--- src/rtl/mips_mem_pkg.sv ---
// Shared constants for the unified-memory port arbiter.
// State encoding and default bus widths.
package mips_mem_pkg;

  localparam int AW_DEF = 32;
  localparam int DW_DEF = 32;

  localparam logic [1:0] IDLE   = 2'd0;
  localparam logic [1:0] BUSY_D = 2'd1;
  localparam logic [1:0] BUSY_I = 2'd2;
  localparam logic [1:0] DONE   = 2'd3;

  function automatic logic is_busy(
    input logic [1:0] s
  );
    return (s == BUSY_D) || (s == BUSY_I);
  endfunction

endpackage

--- src/rtl/sat_counter.sv ---
// Up-counter with synchronous clear that
// sticks at all-ones instead of wrapping.
module sat_counter #(
  parameter int W = 16
) (
  input  logic         clk,
  input  logic         reset,
  input  logic         clr,
  input  logic         inc,
  output logic [W-1:0] q
);

  logic full;

  assign full = &q;

  // Count up on inc, hold once saturated.
  always_ff @(posedge clk) begin
    if (reset || clr) begin
      q <= '0;
    end else if (inc && !full) begin
      q <= q + W'(1);
    end
  end

endmodule

--- src/rtl/mem_port_arbiter.sv ---
// Fetch/data arbiter for one single-port memory.
// Data wins ties; each access ends in a one-cycle DONE.
module mem_port_arbiter
  import mips_mem_pkg::*;
#(
  parameter int AW      = AW_DEF,
  parameter int DW      = DW_DEF,
  parameter int TIMEOUT = 255,
  parameter int CW      = 16
) (
  input  logic          clk,
  input  logic          reset,
  input  logic          if_req,
  input  logic [AW-1:0] if_addr,
  input  logic          dm_req,
  input  logic          dm_we,
  input  logic [AW-1:0] dm_addr,
  input  logic [DW-1:0] dm_wdata,
  output logic          mem_req,
  output logic          mem_we,
  output logic [AW-1:0] mem_addr,
  output logic [DW-1:0] mem_wdata,
  input  logic          mem_ready,
  input  logic [DW-1:0] mem_rdata,
  output logic          if_valid,
  output logic [DW-1:0] if_rdata,
  output logic          dm_valid,
  output logic [DW-1:0] dm_rdata,
  output logic          stall_if,
  output logic          stall_mem,
  output logic [CW-1:0] stall_cycles,
  output logic          err_timeout
);

  // Last wait count that still lets one more
  // miss reach TIMEOUT on the next edge.
  localparam logic [CW-1:0] LIMIT =
    CW'(TIMEOUT - 1);

  logic [1:0]    state;
  logic          busy;
  logic          grant;
  logic          inc_wait;
  logic          stall_any;
  logic [CW-1:0] wait_q;

  assign busy      = is_busy(state);
  assign grant     = (state == IDLE)
                   & (dm_req | if_req);
  assign inc_wait  = busy & ~mem_ready;

  // Valids are registered, so the stalls never
  // see mem_ready combinationally.
  assign stall_if  = if_req & ~if_valid;
  assign stall_mem = dm_req & ~dm_valid;
  assign stall_any = stall_if | stall_mem;

  sat_counter #(
    .W (CW)
  ) u_wait (
    .clk   (clk),
    .reset (reset),
    .clr   (grant),
    .inc   (inc_wait),
    .q     (wait_q)
  );

  sat_counter #(
    .W (CW)
  ) u_stall (
    .clk   (clk),
    .reset (reset),
    .clr   (1'b0),
    .inc   (stall_any),
    .q     (stall_cycles)
  );

  // Grant, hold the bus, capture read data, pulse valid.
  always_ff @(posedge clk) begin
    if (reset) begin
      state     <= IDLE;
      mem_req   <= 1'b0;
      mem_we    <= 1'b0;
      mem_addr  <= '0;
      mem_wdata <= '0;
      if_valid  <= 1'b0;
      dm_valid  <= 1'b0;
      if_rdata  <= '0;
      dm_rdata  <= '0;
    end else begin
      if_valid <= 1'b0;
      dm_valid <= 1'b0;
      unique case (state)
        IDLE: begin
          if (dm_req) begin
            state     <= BUSY_D;
            mem_req   <= 1'b1;
            mem_we    <= dm_we;
            mem_addr  <= dm_addr;
            mem_wdata <= dm_wdata;
          end else if (if_req) begin
            state    <= BUSY_I;
            mem_req  <= 1'b1;
            mem_we   <= 1'b0;
            mem_addr <= if_addr;
          end
        end
        BUSY_D: begin
          if (mem_ready) begin
            state    <= DONE;
            mem_req  <= 1'b0;
            mem_we   <= 1'b0;
            dm_valid <= 1'b1;
            if (!mem_we) begin
              dm_rdata <= mem_rdata;
            end
          end
        end
        BUSY_I: begin
          if (mem_ready) begin
            state    <= DONE;
            mem_req  <= 1'b0;
            if_valid <= 1'b1;
            if_rdata <= mem_rdata;
          end
        end
        DONE: begin
          // Requester still holds req for the
          // finished access, so no grant here.
          state <= IDLE;
        end
        default: begin
          state <= IDLE;
        end
      endcase
    end
  end

  // Sticky flag once a wait hits TIMEOUT cycles.
  always_ff @(posedge clk) begin
    if (reset) begin
      err_timeout <= 1'b0;
    end else if (inc_wait && wait_q >= LIMIT) begin
      err_timeout <= 1'b1;
    end
  end

endmodule

--- config.mk ---
export PLATFORM = sky130hd
export DESIGN_NAME = mem_port_arbiter
export DESIGN_NICKNAME = d
export VERILOG_FILES = /design/src/rtl/mips_mem_pkg.sv /design/src/rtl/sat_counter.sv /design/src/rtl/mem_port_arbiter.sv
export SDC_FILE = /design/constraint.sdc
export NUM_CORES = 1
export LEC_CHECK = 0
export CAP_MARGIN = 10
export CORE_MARGIN = 2
export CORE_UTILIZATION = 39
export DETAILED_ROUTE_END_ITERATION = 8
export PLACE_DENSITY = 0.78
export SYNTH_ARGS = -nofsm -noshare
export SYNTH_HDL_FRONTEND = slang
export SYNTH_SLANG_ARGS = --single-unit
--- constraint.sdc ---
create_clock -name clk -period 1.8 [get_ports clk]
set_input_delay 0.18 -clock clk [delete_from_list [all_inputs] [get_ports clk]]
set_output_delay 0.18 -clock clk [all_outputs]
set_load 0.02 [all_outputs]
# --- After elaboration in Yosys (flattened, before gate mapping) ---
# Cells that the tools add are included.
# Widths: inputs -> output; s select.
totals:
  ramBits: 0
  out_inout_bits: 151
  elab_cells: 70
  romBits: 0
  latch_bits: 0
  mem_count: 0
  ff_bits: 167
classes:
  n_reduce_logical: 23
  n_lt_le_gt_ge: 1
  muxes: 14
  bitwise: 12
  addsub: 2
  eq_ne: 6
  n_mul: 0
  shift: 0
  div_mod_pow: 0
op_table:
  columns: ["op", "n"]
  rows:
  - ["$mux 32", 2]
  - ["$add 16x1->16 const B", 2]
  - ["$reduce_and 16->1", 2]
  - ["$ge 16x8->1 const B", 1]
  - ["$reduce_and 3->1", 3]
  - ["$reduce_and 2->1", 4]
  - ["$mux 1", 6]
  - ["$mux 2", 3]
  - ["$not 1->1", 6]
  - ["$pmux 2 s3", 1]
  - ["$reduce_bool 2->1", 3]
  - ["$reduce_or 2->1", 3]
  - ["$and 1x1->1", 4]
  - ["$eq 2x2->1 const B", 2]
  - ["$pmux 1 s2", 2]
  - ["$logic_and 1x1->1", 3]
  - ["$ne 3x3->1 const B", 1]
  - ["$eq 2x1->1 const B", 1]
  - ["$logic_not 1->1", 2]
  - ["$logic_not 2->1", 1]
  - ["$logic_or 1x1->1", 2]
  - ["$ne 2x1->1 const B", 1]
  - ["$ne 2x2->1 const B", 1]
  - ["$or 1x1->1", 2]

# --- Depth between registers and ports, before layout ---
logic_depth:
  ltp_word: 4
  mapped_depth: 8
  depth_no_buf: 6

# --- Hierarchy ---
# From an unflattened synthesis, not the netlist that was laid out.
hier_totals:
  cells_unflattened: 796
  hier_area_um2: 6927.9
by_module_without_submodules:
  columns: ["mod", "area_each_um2", "seq_area_each_um2", "cells_each", "n_inst"]
  rows:
  - ["mem_port_arbiter", 5298.8, 2702.6, 612, 1]
  - ["sat_counter", 814.5, 320.3, 92, 2]

# --- Least setup slack after synthesis ---
# No wires, ideal clock.
synth_timing:
  path_type: "register -> register"
  startpoint: "register u_stall.q[0]"
  endpoint: "register u_stall.q[2]"
  path_buffers: 1
  path_slack_ns: -0.070
  stages_incl_launch_ff: 7
  t_arrival_ns: 1.797
  path_cell_list: "dfxtp_1 -> ha_1 -> nand3_2 -> nor4b_4 -> buf_6 -> and4b_1 -> nor3_2"
synth_via:
  elab_chain_cells: 3
synth_rtl:
  columns: ["item", "line", "text"]
  rows:
  - ["start, declared", "sat_counter.sv:10", "output logic [W-1:0] q"]
  - ["start signal, assigned", "sat_counter.sv:22", "q <= q + W'(1);"]
  - ["branches (longest 3 deep; another with $add 16x1->16)", null, null]
# Several ways; the timed one is not identified.
# A chain may end at the register's enable or synchronous reset.

# --- Final worst setup path ---
layout_timing:
  startpoint: "register u_stall.q[11]"
  endpoint: "output stall_cycles[11]"
layout_rtl:
  columns: ["item", "line", "text"]
  rows:
  - ["end, declared", "mem_port_arbiter.sv:31", "output logic [CW-1:0] stall_cycles,"]
# No word-level cell between the ends.

==> results.py <==
metrics = {
    "global_routing": {
        "antenna_found_initial": 1,
        "grt_usage": 0.215,
        "grt_pass1_wl_um": 31500,
        "grt_pass1_vias": 6372,
        "overflow": 0,
        "grt_max_degree": 87,
    },
    "clocking": {
        "clk_pin_slew_ns": 0.06,
        "hold_buffers": 0,
        "clock_latency_ns": 0.42,
        "clock_tree.buffer_depth": 2,
        "cts_tree": "built",
        "htreeDepth": 4,
        "cts_root_buf": "clkbuf_16",
        "cts_buffers": 17,
        "clock_sinks": 167,
    },
    "layout": {
        "drive_above_1_share": 0.102,
        "layout.nets": 1248,
        "area_delta_synth_final_pct": 57.6,
    },
    "min_path": {
        "hp-class": "input pin to flop",
    },
    "drt": {
        "first_iter_violations": 355,
        "drtAntennaViolNets": 0,
        "viasPerCell": 5.15,
        "route.vias.total": 6926,
        "avgRoutedWirePerCell_um": 15.2,
        "drtPass1Iterations": 5,
        "drt-total-wl_um": 20400,
        "drc": 0,
    },
    "die": {
        "die_w_um": 137,
        "rows": 48,
        "core_um2": 17200,
        "initial_utilization": 0.398,
        "dieHeight_um": 137,
        "die-area_um2": 18600,
        "boundaryPins": 285,
    },
    "sta": {
        "period_share": 0.968,
        "fin_worst_skew_ns": 0.0111,
        "fin_tns_setup_ns": 0,
        "slew_headroom": 0.620,
        "hold_violations": 0,
        "min_period_ns": 1.74,
        "worstMarginPinSlew_ns": 0.566,
        "fmax_mhz": 574,
        "rsz0062_at_grt": "true",
        "setup_ws_ns": 0.0584,
        "slew_violations": 0,
        "setup_viol": 0,
    },
    "outcome": {
        "status": "finished clean",
    },
    "logic_synthesis": {
        "synth_nets": 953,
        "syn_inst": 811,
        "synth_top_cell_area_share": 0.488,
        "netlist_area_um2": 6850,
        "synth_most_common_cell": "nand2_1",
        "async_flop_share": 0,
        "synth.ff_latch_count": 167,
        "ys_seq_area_frac": 0.488,
        "ys_types": 58,
        "yosys.area.top_type": "dfxtp_1",
        "netlist_top_cells_area": "dfxtp_1 49%, nand2_1 11%, a21oi_1 8.6%",
        "synth_edf_count": 0,
        "synthFlopType": "dfxtp_1",
        "avgSynthCellArea_um2": 8.45,
        "yosys_warnings": 0,
        "synth_commonest_cells": "207 x nand2_1, 167 x dfxtp_1, 118 x a21oi_1",
    },
    "placed_design": {
        "hpwl_um": 14700,
        "place_congestion": 0.841,
        "portBuffers": 284,
        "pre_cts_ws_ns": -0.188,
    },
    "pwr": {
        "cellLeakagePower_nw": 3.96,
        "ir_drop_mv": 0.734,
        "cellPowerDensity_nw_per_um2": 1200,
    },
    "job": {
        "max_cap_viol_count": 0,
    },
    "critical_path": {
        "worstSetupStartpointType": "flop",
        "critPathMaxFanout": 5,
        "cp.arrival_ns": 1.56,
        "crit_path_end_kind": "output pin",
        "path_class": "flop to output pin",
        "crit_required_ns": 1.62,
    },
}
## routing by layer
layer	vias up	routed length, um	track usage
met5	-	0	0
met2	291	10000	0.359
met3	33	2080	0.0741
met1	3179	7800	0.250
li1	3423	-	-
met4	0	499	0.0920
## final timing paths
check | from | to | slack, ns | cells after the start
worst max-delay path | u_stall.q[11] | stall_cycles[11] | 0.06 | 2
worst min-delay path | dm_req | state[0] | 0.26 | 3
worst max register to register | state[0] | u_wait.q[13] | 0.06 | 6
worst min register to register | dm_rdata[4] | dm_rdata[4] | 0.45 | 2
## layout by cell type (no fill, tap or decap), types with 3 or more instances in the layout
| master | instances |
|---|---|
| and4_1 | 4 |
| or4_1 | 8 |
| or3_2 | 4 |
| inv_6 | 4 |
| dfxtp_2 | 4 |
| nand3_1 | 8 |
| nor2_1 | 55 |
| nand4_1 | 10 |
| o31ai_1 | 6 |
| a211oi_1 | 36 |
| or3_1 | 6 |
| and3_1 | 3 |
| clkdlybuf4s50_1 | 279 |
| o211ai_1 | 8 |
| clkbuf_16 | 17 |
| nand2_1 | 207 |
| dfxtp_1 | 163 |
| mux2i_1 | 36 |
| ha_1 | 7 |
| o21ai_0 | 10 |
| clkinv_4 | 3 |
| nor4_1 | 4 |
| nor3_1 | 5 |
| mux2_2 | 3 |
| buf_12 | 6 |
| a21oi_1 | 118 |
| buf_4 | 41 |
| nor2b_1 | 5 |
| o41ai_1 | 3 |
## logic make-up (layout without fill, tap and decap cells)
kind of cell,count (synthesis),count (layout),synth area share
AND/OR/NAND/NOR,347,347,0.234
AO/OA/AOI/OAI,190,190,0.167
flip-flops,167,167,0.488
buffers and inverters,59,367,0.0380
multiplexers,39,39,0.0575
adder cells (fa/ha/maj),8,8,0.0146
XOR/XNOR,1,1,0.00128
other,0,1,0
## metrics by stage
stage               utilization  power, W  hold slack, ns  area [um^2]  cells
floorplan                     -   0.00712           0.316         6880    811
global placement          0.589   0.00931           0.441        10200   1309
detailed placement        0.589   0.00939           0.446        10200   1309
CTS                       0.624    0.0131           0.239        10700   1342
global route              0.627    0.0136           0.272        10800   1344
finish                    0.627    0.0129           0.258        10800   1345
## timing repair
action                                  in CTS  in global routing
buffers inserted                             1                  2
pin swaps                                    2                  4
resized for setup                            2                 11
endpoints found under the setup margin       4                 21
## state kept, by name, indices dropped and copies added, names as in the netlist
register	cells
dm_rdata	32
dm_valid	1
err_timeout	1
if_rdata	32
if_valid	1
mem_addr	32
mem_req	1
mem_wdata	32
mem_we	1
state	2
u_stall.q	16
u_wait.q	16
## power breakdown
group / internal (W) / total (W) / switching (W)
clock: 0.00210 / 0.00362 / 0.00152
combinational: 0.00216 / 0.00462 / 0.00246
sequential: 0.00436 / 0.00469 / 0.000331
total: 0.00862 / 0.0129 / 0.00431
## final cells by class
class	instances	area (um^2)
diodes	1	2.50
clock buffers	20	447
clock inverters	12	141
fillers	1423	6430
inverters	4	15.0
multi-input cells	585	3300
flip-flops and latches	167	3350
well taps	225	282
repair buffers	331	3270
## worst max-delay path, stage by stage, from the launching register on
cell and delay, ns:
dfxtp_1 0.37, buf_4 0.16, clkdlybuf4s50_1 0.62
Power figures use the tool's default switching activity.
